[src/rtl/logic_unit_sequencer.sv]
// Bit-serial AND/OR/XOR/XNOR unit shared by two requesters with round-robin arbitration.
// One 1-bit slice processes the operands LSB first over WIDTH cycles and then holds the result.
module logic_unit_sequencer #(
  parameter  int WIDTH = 64,
  localparam int CW    = $clog2(WIDTH + 1)
) (
  input  logic             clk,
  input  logic             reset,
  input  logic             req0_valid,
  output logic             req0_ready,
  input  logic [1:0]       req0_op,
  input  logic [WIDTH-1:0] req0_a,
  input  logic [WIDTH-1:0] req0_b,
  input  logic             req1_valid,
  output logic             req1_ready,
  input  logic [1:0]       req1_op,
  input  logic [WIDTH-1:0] req1_a,
  input  logic [WIDTH-1:0] req1_b,
  output logic             res_valid,
  input  logic             res_ready,
  output logic [WIDTH-1:0] res_data,
  output logic             res_id,
  output logic             res_zero,
  output logic             busy
);

  typedef enum logic [1:0] {
    IDLE = 2'd0,
    RUN  = 2'd1,
    DONE = 2'd2
  } state_t;

  state_t           state_reg;
  state_t           state_next;
  logic             ptr_reg;
  logic [1:0]       op_reg;
  logic             id_reg;
  logic [CW-1:0]    cnt_reg;
  logic [WIDTH-1:0] a_sh_reg;
  logic [WIDTH-1:0] b_sh_reg;
  logic [WIDTH-1:0] r_sh_reg;
  logic [WIDTH-1:0] res_data_reg;
  logic             res_id_reg;
  logic             res_zero_reg;

  logic             grant0;
  logic             grant1;
  logic             take;
  logic             last_bit;
  logic             r_bit;
  logic [WIDTH-1:0] r_sh_next;

  function automatic logic op_bit(input logic [1:0] op, input logic a, input logic b);
    logic r;
    unique case (op)
      2'b00: r = a & b;
      2'b01: r = a | b;
      2'b10: r = a ^ b;
      2'b11: r = ~(a ^ b);
    endcase
    return r;
  endfunction

  // ptr_reg == 0 favours requester 0 when both are valid
  assign grant0 = req0_valid & (~req1_valid | ~ptr_reg);
  assign grant1 = req1_valid & (~req0_valid |  ptr_reg);

  assign last_bit  = (cnt_reg == CW'(WIDTH - 1));
  assign r_bit     = op_bit(op_reg, a_sh_reg[0], b_sh_reg[0]);
  assign r_sh_next = {r_bit, r_sh_reg[WIDTH-1:1]};

  always_comb begin
    state_next = state_reg;
    take       = 1'b0;
    unique case (state_reg)
      IDLE: begin
        if (grant0 | grant1) begin
          state_next = RUN;
          take       = 1'b1;
        end
      end
      RUN: begin
        if (last_bit) state_next = DONE;
      end
      DONE: begin
        if (res_ready) state_next = IDLE;
      end
      default: state_next = IDLE;
    endcase
  end

  always_ff @(posedge clk or posedge reset) begin
    if (reset) state_reg <= IDLE;
    else       state_reg <= state_next;
  end

  always_ff @(posedge clk or posedge reset) begin
    if (reset) begin
      ptr_reg      <= 1'b0;
      op_reg       <= 2'b00;
      id_reg       <= 1'b0;
      cnt_reg      <= '0;
      a_sh_reg     <= '0;
      b_sh_reg     <= '0;
      r_sh_reg     <= '0;
      res_data_reg <= '0;
      res_id_reg   <= 1'b0;
      res_zero_reg <= 1'b0;
    end else if (take) begin
      op_reg   <= grant1 ? req1_op : req0_op;
      a_sh_reg <= grant1 ? req1_a  : req0_a;
      b_sh_reg <= grant1 ? req1_b  : req0_b;
      id_reg   <= grant1;
      ptr_reg  <= ~grant1;
      cnt_reg  <= '0;
    end else if (state_reg == RUN) begin
      a_sh_reg <= a_sh_reg >> 1;
      b_sh_reg <= b_sh_reg >> 1;
      r_sh_reg <= r_sh_next;
      cnt_reg  <= cnt_reg + CW'(1);
      // The result registers only change on the final bit, so res_data survives the next RUN
      if (last_bit) begin
        res_data_reg <= r_sh_next;
        res_zero_reg <= ~|r_sh_next;
        res_id_reg   <= id_reg;
      end
    end
  end

  // Readies are masked by reset so that every output is low while reset is held
  assign req0_ready = (state_reg == IDLE) & grant0 & ~reset;
  assign req1_ready = (state_reg == IDLE) & grant1 & ~reset;
  assign res_valid  = (state_reg == DONE);
  assign busy       = (state_reg != IDLE);
  assign res_data   = res_data_reg;
  assign res_id     = res_id_reg;
  assign res_zero   = res_zero_reg;

endmodule

[config.mk]
export PLATFORM = sky130hd
export DESIGN_NAME = logic_unit_sequencer
export DESIGN_NICKNAME = d
export VERILOG_FILES = /design/src/rtl/logic_unit_sequencer.sv
export SDC_FILE = /design/constraint.sdc
export NUM_CORES = 1
export LEC_CHECK = 0
export ABC_CLOCK_PERIOD_IN_PS = 10760
export BUFFER_PORTS_ARGS = -buffer_cell sky130_fd_sc_hd__buf_2
export CAP_MARGIN = 0
export CELL_PAD_IN_SITES_DETAIL_PLACEMENT = 1
export CELL_PAD_IN_SITES_GLOBAL_PLACEMENT = 1
export CORE_MARGIN = 10
export CORE_UTILIZATION = 35
export DETAILED_ROUTE_END_ITERATION = 7
export HOLD_SLACK_MARGIN = 0.1
export PLACE_DENSITY = 0.73
export SYNTH_ARGS = -nofsm -noshare
export SYNTH_HDL_FRONTEND = slang
export SYNTH_SLANG_ARGS = --single-unit
[constraint.sdc]
create_clock -name clk -period 10.76 [get_ports clk]
set_input_delay 0 -clock clk [delete_from_list [all_inputs] [get_ports clk]]
set_output_delay 0 -clock clk [all_outputs]
set_load 0.01 [all_outputs]
==> Word-level counts from Yosys, hierarchy flattened <==
Cells that the tools add are included.
{ "word_totals": {"regBits": 271, "input_bits": 265, "out_inout_bits": 70, "wordCells": 65} }
{ "classes": {"n_addsub": 1, "eq_ne": 9, "muxes": 16, "bitwise_logic": 19, "n_reduce_logical": 9} }
{ "op_table": {"columns": ["operator", "count"], "rows": [
  ["64-bit two-way mux", 6],
  ["64-bit OR reduction", 1],
  ["7-bit two-way mux", 2],
  ["2-bit two-way mux", 4],
  ["7-bit by 1-bit adder with 7-bit output, second input constant", 1],
  ["1-bit bitwise AND", 7],
  ["7-bit by 6-bit == test with 1-bit output, second input constant", 1],
  ["1-bit NOT", 7],
  ["2-bit == test, second input constant", 3],
  ["2-bit one-hot mux with 3 select lines", 1],
  ["3-bit AND reduction", 2],
  ["2-bit by 1-bit == test with 1-bit output, second input constant", 2],
  ["2-bit zero test", 2],
  ["2-bit != test, second input constant", 2],
  ["1-bit bitwise OR", 4],
  ["1-bit one-hot mux with 4 select lines", 1],
  ["2-bit nonzero test", 2],
  ["1-bit two-way mux", 2],
  ["2-bit by 1-bit != test with 1-bit output, second input constant", 1],
  ["2-bit AND reduction", 1],
  ["1-bit zero test", 1],
  ["1-bit bitwise XOR", 1]
]} }

==> Depth between registers and ports, before layout <==
{ "depth": {"word_depth": 8, "mapped_depth": 8, "depth_no_buf": 6} }

==> Worst setup path after synthesis <==
Ideal clock, no wire load.
{ "synth_path": {"path_kind": "reg-to-reg", "start": "register state_reg[1]", "end": "register res_data_reg[10] (netlist: res_data[10])", "setup_ns": 0.117, "arrival_ns": 1.642, "required_ns": 10.643, "setup_slack_ns": 9.001, "path_stages_with_launch": 9, "n_path_buf": 4, "period_less_slack_ns": 1.759, "path_cell_list": "dfrtp_1 > nand2b_1 > buf_2 > or4_4 > buf_6 > buf_6 > buf_6 > nand2_1 > nand2_1"} }
{ "synth_via": {"elab_chain_len": 4, "elab_cells_between_ends": 5, "classes_between": "eq/ne: 1; mux: 1; bitwise: 1; reduce/logical: 2"} }
{ "synth_rtl": {"columns": ["element", "line", "text"], "rows": [
  ["start: declaration", "33", "state_t state_reg;"],
  ["start signal: assignment", "94", "else state_reg <= state_next;"],
  ["2-bit zero test", "75", "unique case (state_reg)"],
  ["1-bit two-way mux", "75", null],
  ["1-bit NOT (no line)", null, null],
  ["3-bit AND reduction (no line) (*)", null, null],
  ["end signal: assignment", "123", "res_data_reg <= r_sh_next;"],
  ["end: declaration", "42", "logic [WIDTH-1:0] res_data_reg;"]
]} }
Mark *: on every way between the ends. The rest lies on a longest branch, timed or not.
A chain may end at the register's enable or synchronous reset.

==> Worst setup path after layout <==
{ "layout_path": {"start": "register state_reg[0]", "end": "register b_sh_reg[56]"} }
{ "layout_via": {"elab_chain_len": 3, "elab_cells_between_ends": 5, "classes_between": "eq/ne: 1; mux: 2; reduce/logical: 2"} }
{ "layout_rtl": {"columns": ["element", "line", "text"], "rows": [
  ["2-bit zero test", "75", null],
  ["1-bit two-way mux", "75", null],
  ["64-bit two-way mux / 2-bit nonzero test (equally long branches)", null, null],
  ["end signal: assignment", "112", "b_sh_reg <= grant1 ? req1_b : req0_b;"],
  ["end signal: assignment", "118", "b_sh_reg <= b_sh_reg >> 1;"],
  ["end: declaration", "40", "logic [WIDTH-1:0] b_sh_reg;"]
]} }
Parallel ways exist; a longest one is shown, timed or not.

==> impl_metrics.yaml <==
clock_network:
  postCtsSetupBuffers: 0
  clkTransAtPathRegs_ns: 0.07
  cts_made_buffers: 31
  htreeDepth: 1
  cts_hold_buf: 266
  cts.path.max_buffers: 3
  cts_root_buf: "clkbuf_16"
  cts_tree: "done"
  cts.repair.resized: 0
  cts_sinks: 270
  clk_latency_ns: 0.56
power:
  peakVddDrop_mv: 0.122
  internal_power_mw: 2.40
  p_sw_mw: 1.12
  pwr-share-clk: 0.298
  comb_power_share: 0.257
  seq_power_share: 0.444
  p_leak_nw: 8.63
  powerDensity_nw_per_um2: 203
  switching_share: 0.319
global_route:
  grt_pass1_vias: 13900
  grt-ovfl-total: 0
  grt_max_degree: 129
  track_usage: 0.247
  antenna_found_initial: 14
  grt_pass1_wl_mm: 81.5
synthesis:
  synth_top_area_frac: 0.577
  ys_ff_latch: 270
  syn_nets: 1524
  synth_cell_type_count: 31
  synth.most_common_cell: "nand2_1"
  syn_avg_cell_area_sq_um: 9.32
  netlist_area_sq_um: 11700
  synthFlopType: "dfrtp_1"
  synth_common_cells: "411 x nand2_1, 270 x dfrtp_1, 117 x nor2_1"
  async_reset_ff_frac: 1.00
  ys_seq_area_frac: 0.577
  synth-edff-count: 0
  synthCells: 1256
  yosysTopAreaCell: "dfrtp_1"
  synthTopCellsByArea: "dfrtp_1 58%, nand2_1 13%, a222oi_1 7.4%, a21oi_1 4.9%, nor2_1 3.8%"
  yosysWarnings: 0
timing:
  setup-tns-final_ns: 0
  fin_worst_skew_ns: 0.0173
  tightest_slew_ns: 1.18
  slew_violations: 0
  post-route-period-util: 0.347
  period_needed_ns: 3.73
  fmax_mhz: 268
  rsz0062_at_grt: "no"
  hold_ws_ns: 0.159
  slew_headroom: 0.214
  setup_viol_count_final: 0
  hold_viol: 0
  setup_ws_ns: 7.03
drt:
  drtIter0Drc: 1366
  ant_nets: 0
  vias: 12600
  routed_wl_mm: 53.4
  detail_route.vias_per_cell: 5.53
  route.detailed.drc: 27
  wire_per_inst_um: 23.4
  drt_first_pass_iters: 8
placed_design:
  portBuffers: 334
  hpwlAfterDp_mm: 28.7
  routabilityCongestion: 0.828
  place_ws_ns: 7.35
layout:
  multiInputGateArea_sq_um: 4570
  register_area_sq_um: 6760
  num-fill-cells: 3778
  nets: 2067
  areaGrowthSynthToFinish_pct: 48.0
  layout-drive-gt1-share: 0.221
  final_core_util: 0.528
status:
  violations: "design-rule violations"
  outcome: "complete, but fails checks"
job:
  max_cap_violations: 0
critical_path:
  arrival_ns: 4.19
  required_ns: 11.22
  path_buf_inv: 2
  cpPeakStageDelay_ns: 0.96
  crit_path_cell_trace: "nand2b_4 -> o21ai_4 -> buf_4 -> buf_4 -> nor2_1 -> a21oi_1"
  slowest_stage: "buf_4"
  crit_family: "buffers and inverters"
  path_class: "reg2reg"
  crit_path_end_kind: "register"
  start_kind: "register"
  critPathMostFrequentCell: "buf_4"
  crit_path_max_fanout: 113
die:
  initial_core_util: 0.357
  core_sq_um: 32800
  design.die.area_sq_um: 41200
  die_h_um: 203
  ios: 335
  die_x_um: 203
  rows: 66
worst_hold_path:
  hold_path_class: "in2async"
cell usage in the layout (no fill, tap or decap), drive strengths merged:
cell         synthesis  routed
mux2i               22      22
nand4                5       5
dfrtp              270     270
inv                  5       5
clkinv               0       8
a211oi               1       1
nor2               117     117
o31ai                2       2
and3                 8       8
dlygate4sd3          0     266
mux2                 1       1
ha                   3       3
clkbuf              57      46
nor2b                1       1
or2                  1       1
nor3                 2       2
a222oi              87      87
a22oi               37      37
nand2              411     411
nor4                16      16
and2                 1       1
nand2b               2       2
diode                0      13
o21ai               42      42
or4                  2       2
buf                 42     343
xnor2                1       1
a21oi              114     114
bufinv               0       2
xor2                 4       4
nand3                2       2
worst paths after layout:
| check | from | to | slack [ns] | cells after the start |
|---|---|---|---|---|
| worst min-delay path | reset | ptr_reg | 0.16 | 3 |
| max in group asynchronous | reset | a_sh_reg[1] | 8.95 | 4 |
| worst max-delay path | state_reg[0] | b_sh_reg[56] | 7.03 | 6 |
| worst min register to register | res_data[24] | res_data[24] | 0.46 | 2 |
| min in group clk | res_ready | state_reg[1] | 0.21 | 3 |
| worst max register to register | state_reg[0] | b_sh_reg[56] | 7.03 | 6 |
through the flow:
step                      instance area [sq um]  std cells  power (mW)
after floorplan                           11700       1256        1.88
after global placement                    13600       1942        2.09
after detailed placement                  13600       1942        2.12
after CTS                                 17300       2264        3.40
after global routing                      17300       2274        3.69
final                                     17300       2277        3.52
cell type report:
type                    instances  share of cell area
flip-flops and latches        270               0.390
multi-input cells             882               0.264
repair buffers                609               0.254
clock buffers                  46              0.0509
well taps                     442              0.0319
clock inverters                10             0.00578
diodes                         13             0.00188
inverters                       5             0.00152
layer usage:
| metal | up-vias | GRT usage | part of all wire |
|---|---|---|---|
| met2 | 677 | 0.420 | 0.49 |
| met3 | 176 | 0.0630 | 0.086 |
| li1 | 5502 | - | - |
| met5 | - | 0 | 0.00088 |
| met4 | 6 | 0.114 | 0.046 |
| met1 | 6229 | 0.288 | 0.38 |
power by group through the flow:
| stage | registers, mW | clock network (mW) | logic (mW) |
|---|---|---|---|
| finish | 1.56 | 1.05 | 0.905 |
| global route | 1.59 | 1.11 | 0.984 |
| CTS | 1.52 | 1.05 | 0.822 |
| detailed placement | 1.53 | 0 | 0.589 |
| global placement | 1.53 | 0 | 0.560 |
| floorplan | 1.45 | 0 | 0.426 |
worst register-to-register path, cell delays in order, from the launching register on:
cell and delay [ns]:
dfrtp_1 0.55, nand2b_4 0.63, o21ai_4 0.32, buf_4 0.69, buf_4 0.99, nor2_1 0.24, a21oi_1 0.22
cell families (layout without fill, tap and decap cells):
logic type	count (synthesis)	after routing	synth area share
buf+inv	104	670	0.0385
fa+ha+maj	3	3	0.00321
flops	270	270	0.577
compound gates	283	283	0.167
xor+xnor	5	5	0.00374
other cells	0	13	0
simple gates	568	568	0.191
mux	23	23	0.0198
No activity file was read; power rests on OpenSTA's default activity.
